## src/rtl/muldiv_requester_pkg.sv

```systemverilog
// Shared definitions for the M-extension requester. It holds the funct3 operation codes, the
// FSM state encoding, the operand width the engine supports, and the helpers that decide which
// operands are treated as signed.
package muldiv_requester_pkg;

    // The iterative engine is fixed at 32-bit operands.
    localparam int unsigned MdWidth = 32;

    typedef enum logic [2:0] {
        OpMul    = 3'd0,
        OpMulh   = 3'd1,
        OpMulhsu = 3'd2,
        OpMulhu  = 3'd3,
        OpDiv    = 3'd4,
        OpDivu   = 3'd5,
        OpRem    = 3'd6,
        OpRemu   = 3'd7
    } op_e;

    typedef enum logic [1:0] {
        StIdle  = 2'd0,
        StBusy  = 2'd1,
        StDrain = 2'd2,
        StDone  = 2'd3
    } state_e;

    // Operand A is treated as signed.
    function automatic logic op_sa(op_e op);
        return op inside {OpMulh, OpMulhsu, OpDiv, OpRem};
    endfunction

    // Operand B is treated as signed.
    function automatic logic op_sb(op_e op);
        return op inside {OpMulh, OpDiv, OpRem};
    endfunction

endpackage

```

## src/rtl/muldiv_requester_sign_fix.sv

```systemverilog
// Combinational sign correction of the unsigned engine result.
// Ports:
//   op_i      operation (funct3)
//   na_i      operand A was negated before issue
//   nb_i      operand B was negated before issue
//   md_out_i  raw engine output: product, or {remainder, quotient}
//   result_o  final rd value
module muldiv_requester_sign_fix
    import muldiv_requester_pkg::*;
(
    input  op_e                    op_i,
    input  logic                   na_i,
    input  logic                   nb_i,
    input  logic [2*MdWidth-1:0]   md_out_i,
    output logic [MdWidth-1:0]     result_o
);

    logic [2*MdWidth-1:0] prod;
    logic [MdWidth-1:0]   quot;
    logic [MdWidth-1:0]   rem;

    always_comb begin
        // MULHSU never has nb set, so na^nb also covers the "na only" case there.
        prod = (na_i ^ nb_i) ? -md_out_i : md_out_i;
        quot = md_out_i[MdWidth-1:0];
        rem  = md_out_i[2*MdWidth-1:MdWidth];
        unique case (op_i)
            OpMul:                     result_o = prod[MdWidth-1:0];
            OpMulh, OpMulhsu, OpMulhu: result_o = prod[2*MdWidth-1:MdWidth];
            OpDiv, OpDivu:             result_o = (na_i ^ nb_i) ? -quot : quot;
            OpRem, OpRemu:             result_o = na_i ? -rem : rem;
            default:                   result_o = '0;
        endcase
    end

endmodule

```

## src/rtl/muldiv_requester.sv

```systemverilog
// EX-stage initiator for the iterative unsigned multiply/divide engine. Converts RV32M operands
// to magnitudes, issues them to the engine, stalls the pipeline until the engine answers, and
// sign-corrects the answer. Division by zero and signed overflow are resolved locally.
//
// Optional feature macro: MULDIV_FUSE_EN -- keeps the last engine result and answers a matching
// request without re-issuing to the engine.
//
// Ports:
//   clk, rst_n         clock, asynchronous active-low reset (shared with the engine)
//   ex_req_i           M-op in EX, operands stable while stall_o is high
//   ex_op_i            funct3 of the op
//   ex_rs1_i/ex_rs2_i  operands
//   ex_kill_i          flush of the EX instruction
//   stall_o            freeze the pipeline
//   result_o           rd value, qualified by result_valid_o
//   result_valid_o     one-cycle result pulse
//   md_valid_o         one-cycle engine issue pulse
//   md_mode_o          0 multiply, 1 divide
//   md_in_a_o/b_o      operand magnitudes
//   md_ready_i         engine done, md_out_i valid this cycle only
//   md_out_i           product or {remainder, quotient}
module muldiv_requester
    import muldiv_requester_pkg::*;
#(
    parameter int unsigned XLEN = MdWidth
) (
    input  logic              clk,
    input  logic              rst_n,
    input  logic              ex_req_i,
    input  logic [2:0]        ex_op_i,
    input  logic [XLEN-1:0]   ex_rs1_i,
    input  logic [XLEN-1:0]   ex_rs2_i,
    input  logic              ex_kill_i,
    output logic              stall_o,
    output logic [XLEN-1:0]   result_o,
    output logic              result_valid_o,
    output logic              md_valid_o,
    output logic              md_mode_o,
    output logic [XLEN-1:0]   md_in_a_o,
    output logic [XLEN-1:0]   md_in_b_o,
    input  logic              md_ready_i,
    input  logic [2*XLEN-1:0] md_out_i
);

    localparam logic [XLEN-1:0] IntMin = {1'b1, {(XLEN-1){1'b0}}};

    state_e          state_q, state_d;
    op_e             op_q, op_d;
    logic            na_q, na_d;
    logic            nb_q, nb_d;
    logic [XLEN-1:0] result_q, result_d;

    op_e             op;
    logic            na, nb;
    logic [XLEN-1:0] mag_a, mag_b;
    logic            accept;
    logic            rs2_zero, overflow, special;
    logic [XLEN-1:0] special_res;
    logic            fuse_hit;

    op_e             fix_op;
    logic            fix_na, fix_nb;
    logic [2*XLEN-1:0] fix_out;
    logic [XLEN-1:0] fix_result;

    // ------------------------------------------------------------------------------------------
    // Request decode
    // ------------------------------------------------------------------------------------------
    always_comb begin
        op    = op_e'(ex_op_i);
        na    = op_sa(op) & ex_rs1_i[XLEN-1];
        nb    = op_sb(op) & ex_rs2_i[XLEN-1];
        mag_a = na ? -ex_rs1_i : ex_rs1_i;
        mag_b = nb ? -ex_rs2_i : ex_rs2_i;

        // rst_n gates acceptance so that stall and issue read 0 while reset is held, even with
        // a request still presented by the pipeline.
        accept = ex_req_i & ~ex_kill_i & rst_n;

        rs2_zero = (ex_rs2_i == '0);
        overflow = (op inside {OpDiv, OpRem}) & (ex_rs1_i == IntMin) & (&ex_rs2_i);
        special  = ex_op_i[2] & (rs2_zero | overflow);

        // ex_op_i[1] separates REM/REMU from DIV/DIVU.
        if (rs2_zero) begin
            special_res = ex_op_i[1] ? ex_rs1_i : '1;
        end else begin
            special_res = ex_op_i[1] ? '0 : IntMin;
        end
    end

    // ------------------------------------------------------------------------------------------
    // Optional result reuse
    // ------------------------------------------------------------------------------------------
`ifdef MULDIV_FUSE_EN
    logic              fuse_set, fuse_clr;
    logic              fuse_valid_q, fuse_cls_q, fuse_sa_q, fuse_sb_q;
    logic [XLEN-1:0]   fuse_rs1_q, fuse_rs2_q;
    logic [2*XLEN-1:0] fuse_out_q;
    logic              iss_cls_q, iss_sa_q, iss_sb_q;
    logic [XLEN-1:0]   iss_rs1_q, iss_rs2_q;

    always_comb begin
        fuse_set = (state_q == StBusy) & ~ex_kill_i & md_ready_i;
        fuse_clr = (state_q == StDrain) | ((state_q == StBusy) & ex_kill_i);
    end

    always_ff @(posedge clk or negedge rst_n) begin
        if (!rst_n) begin
            fuse_valid_q <= 1'b0;
            fuse_cls_q   <= 1'b0;
            fuse_sa_q    <= 1'b0;
            fuse_sb_q    <= 1'b0;
            fuse_rs1_q   <= '0;
            fuse_rs2_q   <= '0;
            fuse_out_q   <= '0;
            iss_cls_q    <= 1'b0;
            iss_sa_q     <= 1'b0;
            iss_sb_q     <= 1'b0;
            iss_rs1_q    <= '0;
            iss_rs2_q    <= '0;
        end else begin
            if (md_valid_o) begin
                iss_cls_q <= ex_op_i[2];
                iss_sa_q  <= op_sa(op);
                iss_sb_q  <= op_sb(op);
                iss_rs1_q <= ex_rs1_i;
                iss_rs2_q <= ex_rs2_i;
            end
            if (fuse_set) begin
                fuse_valid_q <= 1'b1;
                fuse_cls_q   <= iss_cls_q;
                fuse_sa_q    <= iss_sa_q;
                fuse_sb_q    <= iss_sb_q;
                fuse_rs1_q   <= iss_rs1_q;
                fuse_rs2_q   <= iss_rs2_q;
                fuse_out_q   <= md_out_i;
            end else if (fuse_clr) begin
                fuse_valid_q <= 1'b0;
            end
        end
    end

    // Signedness is compared as applied to the operands: a signed/unsigned difference on a
    // non-negative operand leaves the engine inputs, and hence the raw output, unchanged.
    assign fuse_hit = fuse_valid_q & (fuse_cls_q == ex_op_i[2]) &
                      (fuse_rs1_q == ex_rs1_i) & (fuse_rs2_q == ex_rs2_i) &
                      ((fuse_sa_q & ex_rs1_i[XLEN-1]) == na) &
                      ((fuse_sb_q & ex_rs2_i[XLEN-1]) == nb);

    // In IDLE the corrector works on the stored output for the incoming op.
    always_comb begin
        if (state_q == StIdle) begin
            fix_op  = op;
            fix_na  = na;
            fix_nb  = nb;
            fix_out = fuse_out_q;
        end else begin
            fix_op  = op_q;
            fix_na  = na_q;
            fix_nb  = nb_q;
            fix_out = md_out_i;
        end
    end
`else
    assign fuse_hit = 1'b0;
    assign fix_op   = op_q;
    assign fix_na   = na_q;
    assign fix_nb   = nb_q;
    assign fix_out  = md_out_i;
`endif

    muldiv_requester_sign_fix u_sign_fix (
        .op_i     (fix_op),
        .na_i     (fix_na),
        .nb_i     (fix_nb),
        .md_out_i (fix_out),
        .result_o (fix_result)
    );

    // ------------------------------------------------------------------------------------------
    // Control FSM
    // ------------------------------------------------------------------------------------------
    always_comb begin
        state_d        = state_q;
        op_d           = op_q;
        na_d           = na_q;
        nb_d           = nb_q;
        result_d       = result_q;
        stall_o        = 1'b0;
        result_valid_o = 1'b0;
        md_valid_o     = 1'b0;

        unique case (state_q)
            StIdle: begin
                if (accept) begin
                    stall_o = 1'b1;
                    if (special) begin
                        result_d = special_res;
                        state_d  = StDone;
                    end else if (fuse_hit) begin
                        result_d = fix_result;
                        state_d  = StDone;
                    end else begin
                        md_valid_o = 1'b1;
                        op_d       = op;
                        na_d       = na;
                        nb_d       = nb;
                        state_d    = StBusy;
                    end
                end
            end
            StBusy: begin
                stall_o = 1'b1;
                if (ex_kill_i) begin
                    // If the engine answers in the kill cycle there is nothing left to drain.
                    state_d = md_ready_i ? StIdle : StDrain;
                end else if (md_ready_i) begin
                    result_d = fix_result;
                    state_d  = StDone;
                end
            end
            StDrain: begin
                stall_o = ex_req_i;
                if (md_ready_i) begin
                    state_d = StIdle;
                end
            end
            StDone: begin
                // ex_req_i here is still the instruction just answered.
                result_valid_o = ~ex_kill_i;
                state_d        = StIdle;
            end
            default: begin
                state_d = StIdle;
            end
        endcase
    end

    // Operands are driven only with the issue pulse.
    always_comb begin
        md_mode_o = md_valid_o & ex_op_i[2];
        md_in_a_o = md_valid_o ? mag_a : '0;
        md_in_b_o = md_valid_o ? mag_b : '0;
    end

    assign result_o = result_q;

    always_ff @(posedge clk or negedge rst_n) begin
        if (!rst_n) begin
            state_q  <= StIdle;
            op_q     <= OpMul;
            na_q     <= 1'b0;
            nb_q     <= 1'b0;
            result_q <= '0;
        end else begin
            state_q  <= state_d;
            op_q     <= op_d;
            na_q     <= na_d;
            nb_q     <= nb_d;
            result_q <= result_d;
        end
    end

endmodule

```

## config.mk

```make
export PLATFORM = sky130hd
export DESIGN_NAME = muldiv_requester
export DESIGN_NICKNAME = d
export VERILOG_FILES = /design/src/rtl/muldiv_requester_pkg.sv /design/src/rtl/muldiv_requester_sign_fix.sv /design/src/rtl/muldiv_requester.sv
export SDC_FILE = /design/constraint.sdc
export NUM_CORES = 1
export LEC_CHECK = 0
export CAP_MARGIN = 20
export CORE_UTILIZATION = 43
export CTS_CLUSTER_DIAMETER = 30
export DETAILED_ROUTE_END_ITERATION = 8
export PLACE_DENSITY = 0.88
export SYNTH_ARGS = -nofsm -noshare
export SYNTH_HDL_FRONTEND = slang
export SYNTH_SLANG_ARGS = --single-unit
```

## constraint.sdc

```tcl
create_clock -name clk -period 2.9 [get_ports clk]
set_input_delay 0.435 -clock clk [delete_from_list [all_inputs] [get_ports clk]]
set_output_delay 0.435 -clock clk [all_outputs]
set_load 0.005 [all_outputs]
```

==> results.tsv, run 1 <==
metric	value	unit
outcome	stopped before the end	
last stage reached	global routing (5_1_grt)	
Error	[ERROR GRT-0116] Global routing finished with congestion. Check the congestion regions in the DRC Viewer.	
total grt overflow	68	
Mapped Nets	1187	
EDFF count, synth	0	
post-synthesis async set-or-reset flop share	1.00	
first-pass GRT wire length	95000	um
H-tree levels	2	
Die Height	129	um
Mean Syn Cell Area	6.67	um2
TritonCTS Sinks	39	
pin count of the biggest net entering global routing	42	
top post-synthesis cells by area	dfrtp_1 (14%), nor2_1 (7.5%), a21oi_1 (6.6%)	
# port buffers	235	
Synth cell types	75	
CTS Buffer Depth	2	
Chip Width	129	um
cell accounting for the most synthesized area	dfrtp_1	
placement row count	46	
Placement Setup Slack	-0.934	ns
GRT Total Usage	0.779	
post-synthesis sequential area ratio	0.140	
Starting Density	0.440	
Yosys top cell area share	0.140	
dominant synthesized flop cell	dfrtp_1	
Yosys reg bits	39	
most frequent cell after synthesis	nor2_1	
Synth Cell Area	0.00697	mm2
TritonCTS Buffers	5	
Root Buffer	clkbuf_16	
# IOs	236	
Detailed Place HPWL	27800	um
top post-synthesis cells by count	nor2_1 (140), a21oi_1 (92), nand2_1 (79)	
Ys Warns	0	
global placement routability congestion	1.13	
# placed instances	1726	
number of global-route vias before repair	14500	
Synth Instances	1046	
through the flow:
stage	setup TNS, ns	instance area, um2
2_1_floorplan	0	6990
4_1_cts	-10.21	12900
3_5_place_dp	-76.50	11700
3_3_place_gp	-65.24	11700
per-layer routing:
metal  overflow  track usage
met1          1        0.765
met2         30        0.877
met3          5        0.714
met4         32        0.759
met5          0        0.588
cells by family after synthesis:
logic type                 after synthesis  share of synthesized area
AOI/OAI and AO/OA                      309                      0.286
buffers and inverters                  101                     0.0598
muxes                                   10                     0.0147
and+or+nand+nor                        486                      0.370
DFF                                     39                      0.140
xor gates and xnor gates                96                      0.121
adders and majority gates                5                    0.00897
what timing repair did:
item	4_1_cts
gates resized for setup	473
pin swaps	50
setup endpoints to repair	101
setup buffers	86
cloned	10
hold buffers	0
==> inputs of run 2 (changes only) <==
Settings changed: CORE_UTILIZATION 43 to 40, CTS_CLUSTER_DIAMETER 30 to unset, PLACE_DENSITY 0.88 to unset, PLACE_DENSITY_LB_ADDON set to 0.15.
Clock period 2.9 ns to 3.77 ns, I/O delays scaled along.
==> results.tsv, run 2 <==
metric	value	unit
dominant synthesized flop cell	dfrtp_1	
post-synthesis sequential area ratio	0.140	
TritonCTS Sinks	39	
Root Buffer	clkbuf_16	
Mean Syn Cell Area	6.67	um2
die area	0.0180	mm2
Tmin final	3.72	ns
EDFF count, synth	0	
Final Hold Viols	0	
clk slew on worst S/H paths	0.06	ns
fin area	0.0112	mm2
Die Height	134	um
TritonCTS Buffers	5	
Layout fillers	1474	
multi-input logic area	0.00574	mm2
top post-synthesis cells by area	dfrtp_1 (14%), nor2_1 (7.5%), a21oi_1 (6.6%)	
H-tree levels	2	
pin count of the biggest net entering global routing	45	
Final Routed Wirelength	34000	um
Routed Antenna Nets	0	
crit path capture type	primary output	
MaxCap Viol Count	0	
via count	10000	
Startpoint Class	input pin	
cell accounting for the most synthesized area	dfrtp_1	
skew final	0.00890	ns
Synth Instances	1046	
top post-synthesis cells by count	nor2_1 (140), a21oi_1 (92), nand2_1 (79)	
Synth cell types	75	
initial antenna violation count	0	
final hold slack	0.399	ns
FMAX	269	MHz
Chip Width	134	um
CP bufs+invs	5	
Starting Density	0.415	
number of global-route vias before repair	9135	
Placed Area	0.0107	mm2
slowest CP cell	or4_1	
Mapped Nets	1187	
Worst Path Max Fanout	11	
Reg2Reg Depth	9	
WP data arrival	3.16	ns
Hold Path Class	in2async	
Detailed Place HPWL	26900	um
outcome	finished, final reports clean	
power per standard cell area	274	mW/mm2
most frequent cell after synthesis	nor2_1	
CTS Buffer Depth	2	
Detailed Routing Iterations Pass 1	6	
final net count	1556	
CP cell instances	clkdlybuf4s50_1, or4_1, nor3_2, buf_4, nand2_2, o31ai_4, a21o_4, buf_6, clkbuf_16, nor2_1, dlygate4sd2_1	
cell leakage power	4.71	nW
# IOs	236	
vias per inst	6.14	
setup violators final	0	
CP peak stage delay	0.59	ns
Yosys reg bits	39	
headroom to the max-slew limit	0.411	
placement row count	47	
global placement routability congestion	1.01	
WL per Instance	20.8	um
Ys Warns	0	
register area	976	um2
fin crit share	0.987	
Crit Reg-Reg Endpoint	result_o[25]	
max reg flops	32	
ANT cells	0	
Max Slew Vio Count	0	
most common cell after layout, fill and taps aside	buf_4	
Worst Path Required	3.20	ns
Iteration-0 DRC Markers	1109	
most frequent cells in the layout	buf_4 (193), clkdlybuf4s50_1 (160), nor2_1 (139)	
CTS tree	yes	
post-synthesis async set-or-reset flop share	1.00	
Yosys top cell area share	0.140	
CORE AREA	0.0168	mm2
DRC errors left	0	
CP Class	in2out	
Slew @ Worst Pin	0.880	ns
Worst-Skew Late Latency	0.29	ns
RR Startpoint	fix_op[1]	
layout cells sized above 1	0.191	
Area Overhead vs Synth	60.7	%
register-to-register setup slack	1.12	ns
GRT Total Usage	0.365	
total grt overflow	0	
# port buffers	235	
maximum vdd drop	0.167	mV
first-pass GRT wire length	51500	um
Synth Cell Area	0.00697	mm2
Crit path max-delay family	buffers and inverters	
==> run 2: per-layer routing <==
metal  GRT usage  up-vias  wire [um]
met5           0        -          0
met4       0.141        0       1400
met3      0.0506      112       3240
met2       0.598      610      15600
met1       0.482     4678      13800
li1            -     4644          -
==> run 2: logic make-up after synthesis <==
kind of cell,share of synthesized area
AND/OR/NAND/NOR,0.370
AO/OA/AOI/OAI,0.286
buffers and inverters,0.0598
XOR/XNOR,0.121
flip-flops,0.140
multiplexers,0.0147
adder cells (fa/ha/maj),0.00897
==> run 2: stage by stage <==
step                TNS, ns  utilization  total power [mW]  std cells  setup WS (ns)
finish                    0        0.666              3.07       1636         0.0488
global route         -0.826        0.666              3.21       1636        -0.0359
CTS                  -0.267        0.654              3.01       1627        -0.0918
detailed placement   -24.95        0.639              2.51       1613         -0.417
global placement     -17.67        0.639              2.50       1613         -0.296
floorplan                 0            -              1.53       1046          0.451
==> run 2: what timing repair did <==
action,CTS,global route
hold buffers,0,0
setup buffers,5,6
pin swaps,7,3
gates resized for setup,90,23
setup endpoints to repair,66,66
cloned,1,3
hold endpoints to repair,0,0
==> run 2: how the worst max path moves through the flow <==
| stage | cells past startpoint | slack (ns) | endpoint | startpoint |
|---|---|---|---|---|
| final | 11 | 0.05 | md_in_b_o[25] | ex_rs1_i[19] |
| after global routing | 11 | -0.04 | md_in_b_o[16] | ex_rs1_i[19] |
| after CTS | 10 | -0.09 | md_in_a_o[16] | ex_rs1_i[10] |
| after detailed placement | 11 | -0.42 | md_in_a_o[17] | ex_rs1_i[1] |
| after global placement | 11 | -0.30 | md_in_a_o[19] | ex_rs1_i[1] |
| after floorplan | 11 | 0.45 | md_in_b_o[22] | ex_rs1_i[0] |
==> run 2: layout make-up <==
cell class,count,share of cell area
Inverter,25,0.00838
Timing Repair Buffer,438,0.352
Multi-Input combinational cell,906,0.513
Clock buffer,5,0.0112
Clock inverter,3,0.00391
Tap cell,220,0.0246
Sequential cell,39,0.0871
==> run 2: power by group <==
part / switching, mW / total [mW] / internal, mW
Clock: 0.179 / 0.491 / 0.312
Combinational: 1.09 / 1.98 / 0.885
Sequential: 0.0938 / 0.602 / 0.508
Total: 1.36 / 3.07 / 1.71
No activity file was read; power rests on OpenSTA's default activity.
